`src/rtl/i2c_byte_engine.sv`:
```
// Byte-level I2C master: runs one START, STOP, READ_BYTE or WRITE_BYTE per request.
// Each bus bit is four phases of CLK_DIV cycles; pin levels are registered per phase.
module i2c_byte_engine #(
  parameter int unsigned CLK_DIV = 67
) (
  input  logic       clk,
  input  logic       reset,
  input  logic [1:0] instruction,
  input  logic       enable,
  input  logic [7:0] byteToSend,
  input  logic       ackRead,
  output logic [7:0] byteReceived,
  output logic       ackReceived,
  output logic       complete,
  output logic       scl,
  output logic       sdaOut,
  output logic       isSending,
  input  logic       sdaIn
);

  localparam int unsigned DivW = (CLK_DIV > 1) ? $clog2(CLK_DIV) : 1;
  localparam logic [1:0] InstrStart = 2'd0;
  localparam logic [1:0] InstrStop  = 2'd1;
  localparam logic [1:0] InstrRead  = 2'd2;
  localparam logic [1:0] InstrWrite = 2'd3;

  typedef enum logic [1:0] {StIdle, StRun, StDone} state_e;

  state_e          state_q, state_d;
  logic [1:0]      instr_q, instr_d;
  logic [7:0]      tx_q, tx_d;
  logic            ack_read_q, ack_read_d;
  logic [3:0]      bit_q, bit_d;
  logic [1:0]      phase_q, phase_d;
  logic [DivW-1:0] div_q, div_d;
  logic [7:0]      shift_q, shift_d;
  logic [7:0]      rx_q, rx_d;
  logic            ack_q, ack_d;
  logic            complete_q, complete_d;
  logic            scl_q, scl_d;
  logic            sda_q, sda_d;
  logic            send_q, send_d;
  logic [3:0]      last_bit;
  logic            div_end;

  // Returns {scl, sda, drive} for a given bit and phase of an instruction.
  function automatic logic [2:0] pin_levels(input logic [1:0] ins, input logic [7:0] tx,
                                            input logic ackr, input logic [3:0] bit_idx,
                                            input logic [1:0] ph);
    logic scl_l, sda_l, send_l;
    scl_l  = (ph == 2'd1) || (ph == 2'd2);
    sda_l  = 1'b1;
    send_l = 1'b0;
    unique case (ins)
      InstrStart: begin
        send_l = 1'b1;
        sda_l  = ~ph[1];
      end
      InstrStop: begin
        send_l = 1'b1;
        scl_l  = (ph != 2'd0);
        sda_l  = ph[1];
      end
      InstrRead: begin
        if (bit_idx == 4'd8) begin
          send_l = ackr;
          sda_l  = 1'b0;
        end
      end
      InstrWrite: begin
        if (bit_idx < 4'd8) begin
          send_l = 1'b1;
          sda_l  = tx[3'(4'd7 - bit_idx)];
        end
      end
    endcase
    return {scl_l, sda_l, send_l};
  endfunction

  assign last_bit = (instr_q == InstrRead || instr_q == InstrWrite) ? 4'd8 : 4'd0;
  assign div_end  = (div_q == DivW'(CLK_DIV - 1));

  always_comb begin
    state_d    = state_q;
    instr_d    = instr_q;
    tx_d       = tx_q;
    ack_read_d = ack_read_q;
    bit_d      = bit_q;
    phase_d    = phase_q;
    div_d      = div_q;
    shift_d    = shift_q;
    rx_d       = rx_q;
    ack_d      = ack_q;
    complete_d = complete_q;
    scl_d      = scl_q;
    sda_d      = sda_q;
    send_d     = send_q;
    unique case (state_q)
      StIdle: begin
        if (enable) begin
          instr_d    = instruction;
          tx_d       = byteToSend;
          ack_read_d = ackRead;
          complete_d = 1'b0;
          bit_d      = 4'd0;
          phase_d    = 2'd0;
          div_d      = '0;
          state_d    = StRun;
          {scl_d, sda_d, send_d} = pin_levels(instruction, byteToSend, ackRead, 4'd0, 2'd0);
        end
      end
      StRun: begin
        if (div_end) begin
          div_d = '0;
          // SDA is sampled on the last cycle of the SCL-high window.
          if (phase_q == 2'd2) begin
            if (instr_q == InstrRead && bit_q < 4'd8) shift_d = {shift_q[6:0], sdaIn};
            if (instr_q == InstrWrite && bit_q == 4'd8) ack_d = sdaIn;
          end
          if (phase_q == 2'd3) begin
            if (bit_q == last_bit) begin
              if (instr_q == InstrRead) rx_d = shift_q;
              complete_d = 1'b1;
              state_d    = StDone;
            end else begin
              bit_d   = bit_q + 4'd1;
              phase_d = 2'd0;
              {scl_d, sda_d, send_d} = pin_levels(instr_q, tx_q, ack_read_q, bit_q + 4'd1, 2'd0);
            end
          end else begin
            phase_d = phase_q + 2'd1;
            {scl_d, sda_d, send_d} = pin_levels(instr_q, tx_q, ack_read_q, bit_q, phase_q + 2'd1);
          end
        end else begin
          div_d = div_q + 1'b1;
        end
      end
      StDone: begin
        if (!enable) state_d = StIdle;
      end
      default: state_d = StIdle;
    endcase
  end

  always_ff @(posedge clk or posedge reset) begin
    if (reset) begin
      state_q    <= StIdle;
      instr_q    <= 2'd0;
      tx_q       <= 8'd0;
      ack_read_q <= 1'b0;
      bit_q      <= 4'd0;
      phase_q    <= 2'd0;
      div_q      <= '0;
      shift_q    <= 8'd0;
      rx_q       <= 8'd0;
      ack_q      <= 1'b1;
      complete_q <= 1'b0;
      scl_q      <= 1'b1;
      sda_q      <= 1'b1;
      send_q     <= 1'b0;
    end else begin
      state_q    <= state_d;
      instr_q    <= instr_d;
      tx_q       <= tx_d;
      ack_read_q <= ack_read_d;
      bit_q      <= bit_d;
      phase_q    <= phase_d;
      div_q      <= div_d;
      shift_q    <= shift_d;
      rx_q       <= rx_d;
      ack_q      <= ack_d;
      complete_q <= complete_d;
      scl_q      <= scl_d;
      sda_q      <= sda_d;
      send_q     <= send_d;
    end
  end

  assign byteReceived = rx_q;
  assign ackReceived  = ack_q;
  assign complete     = complete_q;
  assign scl          = scl_q;
  assign sdaOut       = sda_q;
  assign isSending    = send_q;

endmodule
```
`config.mk`:
```
export PLATFORM = sky130hd
export DESIGN_NAME = i2c_byte_engine
export DESIGN_NICKNAME = d
export VERILOG_FILES = /design/src/rtl/i2c_byte_engine.sv
export SDC_FILE = /design/constraint.sdc
export NUM_CORES = 1
export LEC_CHECK = 0
export BUFFER_PORTS_ARGS = -buffer_cell sky130_fd_sc_hd__buf_4
export CAP_MARGIN = 25
export CORE_AREA = 2 2 67 82
export DETAILED_ROUTE_END_ITERATION = 10
export DIE_AREA = 0 0 69 84
export HOLD_SLACK_MARGIN = 0.03
export PLACE_DENSITY = 0.65
export SYNTH_ARGS = -nofsm -noshare
export SYNTH_HDL_FRONTEND = slang
export SYNTH_SLANG_ARGS = --single-unit
```
`constraint.sdc`:
```
create_clock -name clk -period 2.4 [get_ports clk]
set_input_delay 0.24 -clock clk [delete_from_list [all_inputs] [get_ports clk]]
set_output_delay 0.24 -clock clk [all_outputs]
set_load 0.01 [all_outputs]
```
==> metrics.csv <==
stage,metric,value,unit
power_and_ir_drop,seqPwrFrac,45.6,%
timing,setup_viol,0,
detailed_routing,drc,0,
die,core,5080,um^2
layout,drive_gt1_share,30.3,%
worst_setup_path,cp.arrival,2.35,ns
placement,dpl_cell_area,2750,um^2
power_and_ir_drop,p_clk_share,22.4,%
worst_hold_path,min_from,byteToSend[5],
clock_network,cts_tree,done,
timing,skew,0.0157,ns
grt,antenna_found_initial,0,
logic_synthesis,synthCells,224,
worst_setup_path,criticalPathCategory,reg -> reg,
die,die_w,69,um
detailed_routing,post_drt_wl_per_cell,15.4,um
clock_network,htreeDepth,2,
timing,fmax,461,MHz
timing,worstMarginPinSlew,0.555,ns
logic_synthesis,synth_edf_count,0,
clock_network,cts_root_buf,clkbuf_8,
logic_synthesis,ys_ff_latch,47,
flow_run,max_cap_violations,0,
worst_setup_path,endpoint_kind,flop,
worst_setup_path,crit_fanout,8,
timing,timing.setup.tns,0,ns
grt,grt_max_degree,23,
power_and_ir_drop,p_switching,0.867,mW
worst_setup_path,timing.critical_path.required,2.58,ns
clock_network,numCtsBuffers,5,
logic_synthesis,ys_warn_count,0,
logic_synthesis,netlist_area,2430,um^2
power_and_ir_drop,p_per_area,885,nW/um^2
clock_network,clkTransAtPathRegs,0.09,ns
layout,nets,281,
die,start_util,47.8,%
worst_setup_path,startpoint_type,flop,
die,rows,29,
grt,overflow,0,
logic_synthesis,syn-num-nets,245,
worst_setup_path,rr_startpoint,bit_q[1]$_DFFE_PP0P_,
timing,rsz0062_at_grt,false,
placement,portBuffers,27,
worst_hold_path,hp-class,in -> reg,
detailed_routing,ant_nets,0,
power_and_ir_drop,p_int,1.67,mW
layout,areaGrowthSynthToFinish,18.0,%
detailed_routing,drtPass1Iterations,4,
layout,regArea,1180,um^2
placement,place_congestion,0.841,
power_and_ir_drop,leakagePower,1.32,nW
power_and_ir_drop,p_total,2.54,mW
detailed_routing,vias_per_cell,5.70,
power_and_ir_drop,peakVddDrop,0.000470,V
clock_network,clk_path_buf_depth,2,
grt,grt_pass1_wl,8870,um
die,die_area,5800,um^2
clock_network,postCtsSetupRepairBufs,0,
logic_synthesis,ys_types,44,
layout,final_common_cell,dfrtp_1,
layout,layout_common_cells,"dfrtp_1 (44), buf_4 (36), mux2_2 (26), o21ai_0 (21)",
layout,fill_cells,484,
timing,min_period,2.17,ns
timing,hold_violations,0,
logic_synthesis,synth_flop_cell,dfrtp_1,
logic_synthesis,synthArstFlopShare,100,%
outcome,status,"complete, no violations",
grt,grt_pass1_vias,1855,
layout,multi_input_area,1160,um^2
clock_network,clock_sinks,47,
timing,relSlewSlack,62.5,%
die,boundaryPins,28,
detailed_routing,wirelength,4990,um
detailed_routing,drt_iter0_drc,102,
grt,grt.total_usage,18.7,%
logic_synthesis,syn_avg_cell_area,10.8,um^2
detailed_routing,vias,1841,
power_and_ir_drop,power.share.switching,34.2,%
die,die_y,84,um
timing,fin_crit_sh,90.4,%
timing,slew_violations,0,
logic_synthesis,ys_seq_area_share,48.6,%
layout,diodes,0,
power_and_ir_drop,combPwrFrac,32.0,%
timing,hold_ws,0.164,ns
layout,fin_area,2870,um^2
worst_setup_path,crit_start,bit_q[1]$_DFFE_PP0P_,
placement,place_hpwl,3690,um
clock_network,clk_latency,0.30,ns
what timing repair did:
item / in CTS / in global routing
hold buffers: 1 / 0
hold endpoints to repair: 18 / 0
gates resized for setup: 0 / 0
path summary, 6_finish.rpt:
| kind | cells past startpoint | endpoint | slack, ns |
|---|---|---|---|
| worst min register to register | 1 | div_q[6]$_DFFE_PP0P_ | 0.49 |
| worst max-delay path | 7 | byteReceived[1]$_DFFE_PP0P_ | 0.23 |
| worst max register to register | 7 | byteReceived[1]$_DFFE_PP0P_ | 0.23 |
| max in group asynchronous | 4 | ackReceived$_DFFE_PP1P_ | 1.25 |
| worst min-delay path | 2 | tx_q[5]$_DFFE_PP0P_ | 0.16 |
| min in group asynchronous | 3 | bit_q[1]$_DFFE_PP0P_ | 0.51 |
stage by stage:
| step | instances | worst slack (ns) | utilization (%) |
|---|---|---|---|
| floorplan | 224 | 0.255 | - |
| global placement | 314 | 0.283 | 54.0 |
| detailed placement | 314 | 0.225 | 54.0 |
| CTS | 323 | 0.224 | 56.4 |
| global route | 323 | 0.0854 | 56.4 |
| finish | 323 | 0.229 | 56.4 |
cell type report:
type	count	area share, %
Sequential cell	47	41.2
Multi-Input combinational cell	155	40.7
Timing Repair Buffer	37	9.78
Tap cell	62	2.71
Clock buffer	6	2.53
Inverter	14	1.83
Clock inverter	2	1.31
critical path: stages (launching register included):
cell	delay [ns]
dfrtp_1	0.47
inv_1	0.13
ha_1	0.14
nor2b_1	0.23
nand3_1	0.13
nand2b_1	0.21
nor2_2	0.34
mux2_2	0.38
state kept, by name (all words and copies together) (netlist names):
| signal | cells |
|---|---|
| phase_q | 2 |
| complete | 1 |
| ackReceived | 1 |
| state_q | 2 |
| tx_q | 8 |
| isSending | 1 |
| sdaOut | 1 |
| scl | 1 |
| shift_q | 8 |
| div_q | 7 |
| ack_read_q | 1 |
| byteReceived | 8 |
| bit_q | 4 |
| instr_q | 2 |
synthesized netlist by cell type (3+ instances only):
library cell	count	area, um^2
mux2_2	26	293
nand4_1	3	18.8
xnor2_1	3	26.3
dfrtp_1	44	1100
nand3_1	5	25.0
a31oi_1	3	18.8
nand2_1	13	48.8
o21ai_0	21	105
ha_1	6	75.1
clkbuf_1	8	30.0
nand2b_1	6	37.5
nor2_1	10	37.5
nor2b_1	5	31.3
a21oi_1	7	35.0
nor3_1	4	20.0
inv_1	14	52.6
dfstp_2	3	78.8
mux2i_1	8	80.1
layer usage:
| layer | part of all wire, % | vias to the layer above | track usage [%] |
|---|---|---|---|
| met4 | 2.1 | 0 | 7.31 |
| li1 | - | 875 | - |
| met2 | 49 | 47 | 29.6 |
| met3 | 3.5 | 13 | 3.74 |
| met1 | 45 | 906 | 25.4 |
| met5 | 0 | - | 0 |
power by group through the flow:
stage	logic, mW	clock network (mW)	registers (mW)
floorplan	0.590	0	1.12
global placement	0.795	0	1.17
detailed placement	0.804	0	1.17
CTS	0.810	0.584	1.16
global route	0.923	0.622	1.19
finish	0.812	0.569	1.16
logic make-up (layout without fill, tap and decap cells):
group | count (synthesis) | count (layout) | synth area share (%)
and+or+nand+nor | 58 | 58 | 13.7
DFF | 47 | 47 | 48.6
buffers and inverters | 22 | 59 | 3.40
AOI/OAI and AO/OA | 51 | 51 | 13.1
xor gates and xnor gates | 5 | 5 | 1.80
adders and majority gates | 6 | 6 | 3.09
muxes | 35 | 35 | 16.3
Note: power is estimated with default switching activity, not from simulation.
